**src/rtl/booth_r4_seq_mult.sv**
```systemverilog
// Iterative radix-4 Booth multiplier with valid/ready on both sides.
// Retires DIGITS_PER_CYCLE Booth digits per RUN cycle. A per-operation mode
// bit selects a signed or unsigned product.
module booth_r4_seq_mult #(
  parameter int N                = 32,
  parameter int DIGITS_PER_CYCLE = 1
) (
  input  logic           clk,
  input  logic           rst_n,
  input  logic           in_valid,
  output logic           in_ready,
  input  logic [N-1:0]   op1,
  input  logic [N-1:0]   op2,
  input  logic           is_signed,
  output logic           out_valid,
  input  logic           out_ready,
  output logic [2*N-1:0] out,
  output logic           busy
);

  localparam int K  = DIGITS_PER_CYCLE;
  localparam int W  = N + 2;          // extended operand width
  localparam int D  = W / 2;          // Booth digits needed
  localparam int C  = (D + K - 1) / K;// RUN cycles
  localparam int PW = 2 * C * K;      // multiplier width incl. padding digits
  localparam int AW = 2 * N + 2;      // accumulator width
  localparam int CW = $clog2(C * K + 1);
  localparam logic [CW-1:0] LAST_CNT = CW'((C - 1) * K);

  typedef enum logic [1:0] {IDLE, RUN, DONE} state_t;

  state_t                 state, state_nxt;
  logic                   accept;
  logic                   last_run;
  logic signed [AW-1:0]   mcand;     // multiplicand, pre-shifted to current digit weight
  logic signed [AW-1:0]   acc;
  logic signed [AW-1:0]   acc_nxt;
  logic        [PW:0]     mplr;      // multiplier with m[-1] = 0 at bit 0
  logic        [CW-1:0]   dcnt;
  logic signed [AW-1:0]   op1_ext;
  logic        [PW-1:0]   op2_ext;

  // Booth radix-4 digit decode to a partial product at accumulator width.
  function automatic logic signed [AW-1:0] booth_pp(input logic [2:0] trip,
                                                    input logic signed [AW-1:0] m);
    case (trip)
      3'b001, 3'b010: return m;
      3'b011:         return m <<< 1;
      3'b100:         return -(m <<< 1);
      3'b101, 3'b110: return -m;
      default:        return '0;
    endcase
  endfunction

  assign op1_ext  = {{(AW-N){is_signed & op1[N-1]}}, op1};
  assign op2_ext  = {{(PW-N){is_signed & op2[N-1]}}, op2};
  assign accept   = in_valid & in_ready;
  assign last_run = (dcnt == LAST_CNT);

  // Sum this cycle's K partial products into the accumulator.
  always_comb begin
    acc_nxt = acc;
    for (int j = 0; j < K; j++) begin
      acc_nxt = acc_nxt + (booth_pp(mplr[2*j +: 3], mcand) <<< (2 * j));
    end
  end

  // State register.
  always_ff @(posedge clk or negedge rst_n) begin
    if (!rst_n) state <= IDLE;
    else        state <= state_nxt;
  end

  // Next-state logic and handshake/status outputs.
  always_comb begin
    state_nxt = state;
    in_ready  = 1'b0;
    busy      = 1'b0;
    out_valid = 1'b0;
    case (state)
      IDLE: begin
        in_ready = 1'b1;
        if (in_valid) state_nxt = RUN;
      end
      RUN: begin
        busy = 1'b1;
        if (last_run) state_nxt = DONE;
      end
      DONE: begin
        out_valid = 1'b1;
        if (out_ready) state_nxt = IDLE;
      end
      default: state_nxt = IDLE;
    endcase
  end

  // Datapath: latch operands on accept, iterate digits in RUN, register product.
  always_ff @(posedge clk or negedge rst_n) begin
    if (!rst_n) begin
      mcand <= '0;
      mplr  <= '0;
      acc   <= '0;
      dcnt  <= '0;
      out   <= '0;
    end else if (accept) begin
      mcand <= op1_ext;
      mplr  <= {op2_ext, 1'b0};
      acc   <= '0;
      dcnt  <= '0;
    end else if (state == RUN) begin
      acc   <= acc_nxt;
      mplr  <= mplr >> (2 * K);
      mcand <= mcand <<< (2 * K);
      dcnt  <= dcnt + CW'(K);
      if (last_run) out <= acc_nxt[2*N-1:0];
    end
  end

endmodule

```
**config.mk**
```make
export PLATFORM = sky130hd
export DESIGN_NAME = booth_r4_seq_mult
export DESIGN_NICKNAME = d
export VERILOG_FILES = /design/src/rtl/booth_r4_seq_mult.sv
export SDC_FILE = /design/constraint.sdc
export NUM_CORES = 1
export LEC_CHECK = 0
export CAP_MARGIN = 20
export CORE_AREA = 2 2 193 195
export DETAILED_ROUTE_END_ITERATION = 7
export DIE_AREA = 0 0 195 197
export GPL_ROUTABILITY_DRIVEN = 0
export PLACE_DENSITY = 0.75
export SLEW_MARGIN = 0
export SYNTH_ARGS = -nofsm -noshare
export SYNTH_HDL_FRONTEND = slang
export SYNTH_SLANG_ARGS = --single-unit
```
**constraint.sdc**
```tcl
create_clock -name clk -period 5.35 [get_ports clk]
set_clock_uncertainty 0.2 [all_clocks]
set_input_delay 0.535 -clock clk [delete_from_list [all_inputs] [get_ports clk]]
set_output_delay 0.535 -clock clk [all_outputs]
set_load 0.1 [all_outputs]
```
==> metrics.yaml <==
run_status:
  status: "finished with violations"
  violations: "negative setup slack"
global_routing:
  grt_start_max_net_pins: 130
  antenna_found_initial: 0
  grt_pass1_wl_mm: 82.70
  grt.overflow.total: 0
  grt_use_total: 0.2599
  grt_pass1_vias: 16110
route:
  final_antenna_net_count: 0
  first_pass_iters: 6
  vias: 16330
  finalWirelength_mm: 50.94
  wl_per_cell_um: 18.48
  drc_errors: 0
  avgViaCountPerCell: 5.927
  drt_iter0_drc: 1510
critical_path:
  worstPathArrival_ns: 5.67
  cp_top_family: "simple AND/OR/NAND/NOR gates"
  critical_path.max_fanout: 4
  cpMaxStageDelayCell: "dfrtp_1"
  start_kind: "flop"
  end_kind: "flop"
  worst_r2r_path_depth: 21
  crit_type: "flop to flop"
  cp_num_cells: 21
  worst-endpoint-required_ns: 5.59
  cp_cell_sequence: "nor4_4 > and2b_1 > nand4_2 > or3_4 > or3_4 > or3_4 > or3_4 > nor3b_2 > a221o_1 > ha_4 > buf_6 > a21oi_4 > o21bai_4 > a221oi_2 > o22ai_2 > a211oi_2 > o31a_1 > o21ai_4 > a311oi_2 > xnor2_1 > mux2_4"
  critPathLaunch: "mcand[10]"
  critPathBufInv: 1
  slowest_delay_ns: 0.41
  crit_path_frequent_cell: "or3_4"
  reg2reg_from: "mcand[10]"
synthesis:
  synth_top_area_share: 0.3611
  synth_edf_count: 0
  synth.net_count: 2185
  postSynthAreaPerCell_um2: 7.880
  async_reset_ff_frac: 1.000
  syn_area_mm2: 0.01615
  synth.distinct_cells: 76
  synth_area_leaders: "dfrtp_1 36%, nand2_1 9.2%, o21ai_0 7.1%, ha_1 5.1%, a22oi_1 4.5%"
  yosysTopAreaCell: "dfrtp_1"
  synth_cells: 2049
  ys_seq_area_frac: 0.3611
  ys.flop_type: "dfrtp_1"
  ys_warn_count: 0
  ys_seq_elements: 233
min_path:
  min_from: "out[41]"
  holdCritPathClass: "flop to flop"
  hold_depth: 2
layout:
  fill_cells: 3233
  area_delta_synth_final_pct: 27.29
  nNetsFinal: 2405
  seq_area_mm2: 0.005832
  antenna_cells: 0
  multi_input_area_mm2: 0.01011
  drive_gt1_frac: 0.1687
timing:
  slew_headroom: 0.3038
  fin_hold_ws_ns: 0.2707
  fin_tns_setup_ns: -0.2577
  hold_viol: 0
  min_period_ns: 5.431
  report.final.slew_viol_count: 0
  worst_pin_slew_ns: 1.044
  min_period_over_period: 1.015
  finalSetupViolCount: 7
  fin_ws_ns: -0.08100
  fmax_ghz: 0.1841
  rsz0062_at_grt: "yes"
clock_network:
  clock_path_buffers: 3
  cts_root_buffer: "clkbuf_16"
  htreeDepth: 1
  cts.clk_slew.worst_paths_ns: 0.06
  clk_latency_ns: 0.55
  cts.sinks: 233
  cts_tree: "done"
  cts_inserted_buffers: 26
placed_design:
  dp_hpwl_mm: 35.99
  place_ws_ns: -0.2745
  portBuffers: 135
floorplanning:
  die_h_um: 197
  die_w_um: 195
  io_pins: 136
  core_mm2: 0.03626
  rows: 70
  dieArea_mm2: 0.03842
  start_util: 0.4453
run:
  cap_violations: 0
cells by family after synthesis:
family | Yosys count | share of synthesized area
flip-flops | 233 | 0.3611
adder cells (fa/ha/maj) | 67 | 0.05239
buffers and inverters | 194 | 0.04619
multiplexers | 9 | 0.006044
XOR/XNOR | 128 | 0.06944
AO/OA/AOI/OAI | 639 | 0.2471
AND/OR/NAND/NOR | 779 | 0.2178
stage by stage:
stage / util / area (µm²) / cells
2_1_floorplan: - / 16180 / 2049
3_3_place_gp: 0.5274 / 19120 / 2697
3_5_place_dp: 0.5274 / 19120 / 2697
4_1_cts: 0.5551 / 20130 / 2745
5_1_grt: 0.5668 / 20550 / 2756
6_report: 0.5668 / 20550 / 2756
layout make-up:
type                            instances  share of cell area
Inverter                               29            0.005357
Tap cell                              468             0.02849
Multi-Input combinational cell       1622              0.4919
Clock inverter                         11            0.003592
Sequential cell                       233              0.2838
Clock buffer                           36             0.03793
Timing Repair Buffer                  357              0.1490
path summary, 6_finish.rpt:
kind,to,slack [ns]
setup / recovery,out[62],-0.08
hold / removal,out[41],0.27
setup reg to reg,out[62],-0.08
hold reg to reg,out[41],0.27
max in group asynchronous,out[45],3.45
min in group asynchronous,acc[1],0.41
metal layers:
layer  global-route usage  wire length (µm)
met3              0.03388              3898
met5                    0                 0
met2               0.4134             22920
met4               0.1004              1657
met1               0.3613             22460
what timing repair did:
item	in CTS	in global routing
endpoints found under the hold margin	128	0
cloned	0	0
pin swaps	14	31
setup endpoints to repair	25	50
resized for setup	28	90
hold buffers	1	0
buffers inserted	1	11
Yosys cell counts (5+ instances only):
master / n
a221oi_1: 11
a21oi_1: 129
o21ai_1: 5
nor2b_1: 7
o21ai_0: 230
o211ai_1: 6
nand2b_1: 16
buf_1: 8
o31ai_1: 8
and3_1: 5
o22ai_1: 7
dfrtp_1: 233
a31oi_1: 7
a221o_1: 6
or4_1: 6
buf_2: 8
inv_1: 29
a211oi_1: 6
ha_1: 66
and2_1: 7
a22o_1: 35
a21boi_0: 7
nand2_1: 397
xnor2_1: 69
nor2_1: 157
nor4_1: 13
nand3_1: 55
clkbuf_1: 148
o21a_1: 7
mux2_2: 5
o21bai_1: 11
o221ai_1: 6
a21o_1: 36
nor3_1: 28
nand4_1: 23
xor2_1: 59
a22oi_1: 96
or3_1: 31
registers in the layout (all words and copies together), names as in the netlist:
name   cells
acc       64
dcnt       5
out       64
mplr      34
mcand     64
state      2
worst min-delay path: stages (launching register included):
cell	delay, ns
dfrtp_1	0.34
nand2_1	0.05
nand2_1	0.05
cells in the final DEF, fill, tap and decap left out, types with 17 or more instances in the layout:
cell type        netlist  layout
dfrtp_1              233     232
a21oi_1              129     115
a21o_1                36      36
ha_1                  66      62
buf_4                  0     216
xor2_1                59      56
xnor2_1               69      66
nand3_1               55      52
nand2_1              397     393
o21ai_1                5      22
inv_1                 29      27
a22o_1                35      35
o21ai_0              230     209
nand4_1               23      23
clkdlybuf4s50_1        0     134
nor2_1               157     149
or3_1                 31      28
a22oi_1               96      96
nor3_1                28      17
clkbuf_16              0      27
Power is left out: the tool's default activity adds up to more than one toggle a clock period on the data nets, which glitch-free logic cannot reach.
